## src/rtl/parking_sensor_decoder.sv

```systemverilog
// rtl/parking_sensor_decoder.sv - gate photo-sensor sync/debounce and car direction decoder
// Emits single-cycle enter/exit pulses for the occupancy counter from two beam sensors.
module parking_sensor_decoder #(
  parameter int DEBOUNCE_CYCLES = 4
) (
  input  logic clk,
  input  logic reset,
  input  logic sensor_a,
  input  logic sensor_b,
  output logic enter,
  output logic exit,
  output logic err,
  output logic busy
);

  localparam int CNT_W = $clog2(DEBOUNCE_CYCLES + 1);
  localparam logic [CNT_W-1:0] CNT_LAST = CNT_W'(DEBOUNCE_CYCLES - 1);
  localparam logic [CNT_W-1:0] CNT_ONE  = CNT_W'(1);

  typedef enum logic [2:0] {IDLE, IN1, IN2, IN3, OUT1, OUT2, OUT3, ERR} state_t;

  state_t           state;
  state_t           state_nxt;
  logic             enter_nxt;
  logic             exit_nxt;
  logic             err_nxt;
  logic [1:0]       sync1;
  logic [1:0]       sync2;
  logic [1:0]       deb;
  logic [CNT_W-1:0] cnt [2];
  logic             da;
  logic             db;
  logic [1:0]       pair;

  assign da   = deb[0];
  assign db   = deb[1];
  assign pair = {da, db};

  // Bit 0 carries sensor a, bit 1 carries sensor b through sync and debounce.
  always_ff @(posedge clk or negedge reset) begin
    if (!reset) begin
      sync1 <= '0;
      sync2 <= '0;
      deb   <= '0;
      for (int i = 0; i < 2; i++) cnt[i] <= '0;
    end else begin
      sync1 <= {sensor_b, sensor_a};
      sync2 <= sync1;
      for (int i = 0; i < 2; i++) begin
        if (sync2[i] == deb[i]) begin
          cnt[i] <= '0;
        end else if (cnt[i] == CNT_LAST) begin
          deb[i] <= sync2[i];
          cnt[i] <= '0;
        end else begin
          cnt[i] <= cnt[i] + CNT_ONE;
        end
      end
    end
  end

  always_comb begin
    state_nxt = state;
    enter_nxt = 1'b0;
    exit_nxt  = 1'b0;
    case (state)
      IDLE: case (pair)
        2'b10:   state_nxt = IN1;
        2'b01:   state_nxt = OUT1;
        2'b11:   state_nxt = ERR;
        default: state_nxt = IDLE;
      endcase
      IN1: case (pair)
        2'b11:   state_nxt = IN2;
        2'b00:   state_nxt = IDLE;
        2'b01:   state_nxt = ERR;
        default: state_nxt = IN1;
      endcase
      IN2: case (pair)
        2'b01:   state_nxt = IN3;
        2'b10:   state_nxt = IN1;
        2'b00:   state_nxt = ERR;
        default: state_nxt = IN2;
      endcase
      IN3: case (pair)
        2'b00: begin
          state_nxt = IDLE;
          enter_nxt = 1'b1;
        end
        2'b11:   state_nxt = IN2;
        2'b10:   state_nxt = ERR;
        default: state_nxt = IN3;
      endcase
      OUT1: case (pair)
        2'b11:   state_nxt = OUT2;
        2'b00:   state_nxt = IDLE;
        2'b10:   state_nxt = ERR;
        default: state_nxt = OUT1;
      endcase
      OUT2: case (pair)
        2'b10:   state_nxt = OUT3;
        2'b01:   state_nxt = OUT1;
        2'b00:   state_nxt = ERR;
        default: state_nxt = OUT2;
      endcase
      OUT3: case (pair)
        2'b00: begin
          state_nxt = IDLE;
          exit_nxt  = 1'b1;
        end
        2'b11:   state_nxt = OUT2;
        2'b01:   state_nxt = ERR;
        default: state_nxt = OUT3;
      endcase
      ERR: state_nxt = (pair == 2'b00) ? IDLE : ERR;
    endcase
    err_nxt = (state_nxt == ERR) && (state != ERR);
  end

  always_ff @(posedge clk or negedge reset) begin
    if (!reset) begin
      state <= IDLE;
      enter <= 1'b0;
      exit  <= 1'b0;
      err   <= 1'b0;
      busy  <= 1'b0;
    end else begin
      state <= state_nxt;
      enter <= enter_nxt;
      exit  <= exit_nxt;
      err   <= err_nxt;
      busy  <= (state_nxt != IDLE);
    end
  end

endmodule

```

## config.mk

```make
export PLATFORM = sky130hd
export DESIGN_NAME = parking_sensor_decoder
export DESIGN_NICKNAME = d
export VERILOG_FILES = /design/src/rtl/parking_sensor_decoder.sv
export SDC_FILE = /design/constraint.sdc
export NUM_CORES = 1
export LEC_CHECK = 0
export ABC_AREA = 1
export BUFFER_PORTS_ARGS = -buffer_cell sky130_fd_sc_hd__buf_2
export CAP_MARGIN = 20
export CORE_ASPECT_RATIO = 1.2
export CORE_MARGIN = 1
export CORE_UTILIZATION = 51
export DETAILED_ROUTE_END_ITERATION = 12
export PLACE_DENSITY = 0.78
export RECOVER_POWER = 50
export SETUP_SLACK_MARGIN = 0.05
export SLEW_MARGIN = 10
export SYNTH_ARGS = -nofsm -noshare
export SYNTH_HDL_FRONTEND = slang
export SYNTH_SLANG_ARGS = --single-unit
```

## constraint.sdc

```tcl
create_clock -name clk -period 1.63 [get_ports clk]
set_clock_uncertainty 0.15 [all_clocks]
set_input_delay 0.2445 -clock clk [delete_from_list [all_inputs] [get_ports clk]]
set_output_delay 0.2445 -clock clk [all_outputs]
set_load 0.01 [all_outputs]
```

==> results.sh <==
export IMPL_syn_nets=124
export IMPL_cp_start_kind="register"
export IMPL_synthCells=111
export IMPL_grt_overflow=0
export IMPL_initial_core_util_pct=54.61
export IMPL_num_antenna_cells=0
export IMPL_fin_util_pct=68.78
export IMPL_synth_top_area_share_pct=46.51
export IMPL_cp_depth=8
export IMPL_core_mm2=0.001872
export IMPL_yosysTopAreaCell="dfrtp_1"
export IMPL_place_gp_congestion=0.8932
export IMPL_power_density_mw_per_mm2=1982
export IMPL_ant_nets=0
export IMPL_htree_levels=1
export IMPL_vias=833
export IMPL_cp_slowest_stage_delay_ns=0.46
export IMPL_die_area_mm2=0.002188
export IMPL_leakage_uw=0.0006252
export IMPL_wire_per_inst_um=13.82
export IMPL_hold_viol_final=0
export IMPL_setup_ws_ns=-0.04318
export IMPL_antenna_found_initial=0
export IMPL_clkLatencyLatePin_ns=0.30
export IMPL_die_h_um=51.05
export IMPL_setup_viol=2
export IMPL_fin_setup_tns_ns=-0.05719
export IMPL_drt_iter0_markers=23
export IMPL_die_w_um=42.87
export IMPL_netlist_area_mm2=0.001022
export IMPL_fin_cells=154
export IMPL_drcViolationCount=0
export IMPL_rr_startpoint="deb[0]"
export IMPL_violations="negative setup slack"
export IMPL_nets=149
export IMPL_grt_pass1_vias=866
export IMPL_finalMaxSlewViolations=0
export IMPL_worstReg2RegEnd="busy"
export IMPL_rsz0062_at_grt="yes"
export IMPL_cp_num_buf_inv=1
export IMPL_synth_warnings=0
export IMPL_fmax_ghz=0.5977
export IMPL_port_buffers=7
export IMPL_dp_hpwl_um=1294
export IMPL_r2r_cells=8
export IMPL_via_per_inst=5.409
export IMPL_hold_path_class="reg -> reg"
export IMPL_yosysUniqueCellTypes=23
export IMPL_drive_gt1_share_pct=34.07
export IMPL_path_max_fanout=4
export IMPL_synth_area_top_cells="dfrtp_1, ha_1, nor2_1"
export IMPL_fill_cells=135
export IMPL_routed_wl_um=2129
export IMPL_fin_area_mm2=0.001287
export IMPL_cpLargestDelayFamily="simple AND/OR/NAND/NOR gates"
export IMPL_grt_pass1_wl_um=3394
export IMPL_post_route_period_util_pct=102.6
export IMPL_critPathSlowestCell="dfrtp_2"
export IMPL_endpoint="busy"
export IMPL_r2r_slack_ns=-0.04
export IMPL_place_inst=142
export IMPL_area_growth_syn_to_layout_pct=25.95
export IMPL_crit_chain="buf_6 > ha_4 > nor2_2 > nor2_1 > nor2_1 > nand3_1 > nor2_2 > nand3b_1"
export IMPL_clk_root_buffer_cell="clkbuf_4"
export IMPL_ys_seq_elements=19
export IMPL_worstPathRequired_ns=1.67
export IMPL_drt_pass1_iterations=4
export IMPL_crit_type="reg -> reg"
export IMPL_grt_use_total_pct=20.99
export IMPL_tightest_slew_ns=0.9542
export IMPL_max_slew_margin_rel_pct=36.39
export IMPL_grt_max_degree=20
export IMPL_clock_sinks=19
export IMPL_status="finished with violations"
export IMPL_cts_path_max_buffers=2
export IMPL_yosysSeqAreaShare_pct=46.51
export IMPL_cp_end_kind="register"
export IMPL_arrival_ns=1.71
export IMPL_vdd_drop_max_mv=1.187
export IMPL_maxCapViolCount=0
export IMPL_clk_pin_slew_ns=0.11
export IMPL_io_pins=8
export IMPL_cts_buffers=3
export IMPL_rows=17
export IMPL_placed_area_mm2=0.001107
export IMPL_fin_crit_ns=1.673
export IMPL_worstSetupStartpoint="deb[0]"
export IMPL_synth_avg_cell_area_um2=9.209
export IMPL_cts_tree="yes"
==> through the flow <==
step           power [µW]  hold WS (ns)  worst slack [ns]
4_1_cts              2332        0.2204           0.04991
3_5_place_dp         1911       0.05005          -0.05290
5_1_grt              2759        0.2328           -0.1304
3_3_place_gp         1880       0.03375          -0.03401
2_1_floorplan        1634       -0.2011           0.07343
6_report             2552        0.2145          -0.04318
==> power by group <==
part	total [µW]	switching [µW]	internal, µW
sequential	734	129	605
clock	238	143	95.2
combinational	1580	873	708
total	2550	1140	1410
==> state kept, by name (all words and copies together) (netlist names) <==
register,count
busy,1
cnt,6
deb,2
enter,1
err,1
exit,1
state,3
sync1,2
sync2,2
==> worst min-delay path by stage <==
stage              from  endpoint  slack, ns  depth (start not counted)
6_report       sync1[1]  sync2[1]       0.21                          0
5_1_grt        sync1[0]  sync2[0]       0.23                          0
4_1_cts        sync1[1]  sync2[1]       0.22                          0
3_5_place_dp      reset  state[2]       0.05                          1
3_3_place_gp      reset  state[2]       0.03                          1
2_1_floorplan     reset      busy      -0.20                          0
==> layout by cell type, fill, tap and decap left out, types with 2 or more instances in the layout <==
| cell type | count |
|---|---|
| inv_2 | 3 |
| ha_1 | 4 |
| o21ai_1 | 2 |
| nand3_1 | 7 |
| dfrtp_1 | 18 |
| clkbuf_1 | 2 |
| nor2_1 | 16 |
| nor3b_1 | 2 |
| nor3_1 | 4 |
| inv_1 | 10 |
| buf_4 | 11 |
| inv_4 | 2 |
| xnor2_1 | 2 |
| nand4_1 | 2 |
| clkbuf_4 | 3 |
| nand3_2 | 2 |
| nor2_2 | 6 |
| nand2_2 | 2 |
| a21oi_1 | 2 |
| dlygate4sd3_1 | 3 |
| ha_4 | 5 |
| nand2_1 | 13 |
| buf_6 | 2 |
| buf_2 | 6 |
==> synthesized netlist by cell type <==
master    instances
dfrtp_1          19
nor2_1           17
inv_1            13
nand2_1          13
ha_1              9
nand3_1           7
nor2_2            5
nor3_1            4
buf_6             3
a21oi_1           2
nand2_2           2
nand3_2           2
nand4_1           2
nor3b_1           2
o21ai_1           2
xnor2_1           2
inv_2             1
inv_4             1
nand2_4           1
nand3b_1          1
nor2_4            1
o211ai_1          1
o21bai_1          1
==> what timing repair did <==
action / CTS / global route
resized for setup: 11 / 8
endpoints found under the hold margin: 21 / 0
hold buffers: 3 / 0
endpoints found under the setup margin: 3 / 4
pin swaps: 10 / 8
buffers inserted: 4 / 1
==> kinds of logic (layout without fill, tap and decap cells) <==
family | count (synthesis) | count (layout) | synth area share, %
adders and majority gates | 9 | 9 | 11.02
buffers and inverters | 18 | 42 | 9.058
AOI/OAI and AO/OA | 6 | 6 | 3.428
and+or+nand+nor | 57 | 57 | 28.27
xor gates and xnor gates | 2 | 2 | 1.714
DFF | 19 | 19 | 46.51
==> cell type report <==
cell class | count | area (µm²) | area share, %
repair buffers | 23 | 168.9 | 13.12
flip-flops and latches | 19 | 476.7 | 37.03
inverters | 15 | 61.31 | 4.762
multi-input cells | 74 | 530.5 | 41.21
clock buffers | 4 | 26.28 | 2.041
well taps | 19 | 23.77 | 1.846
==> routing by layer <==
layer,part of all wire [%],GRT usage [%],vias to the layer above
li1,-,-,399
met1,39,22.20,402
met2,53,36.87,22
met3,4.4,5.654,10
met4,3.3,11.98,0
met5,0,0,-
Note: power is estimated with default switching activity, not from simulation.
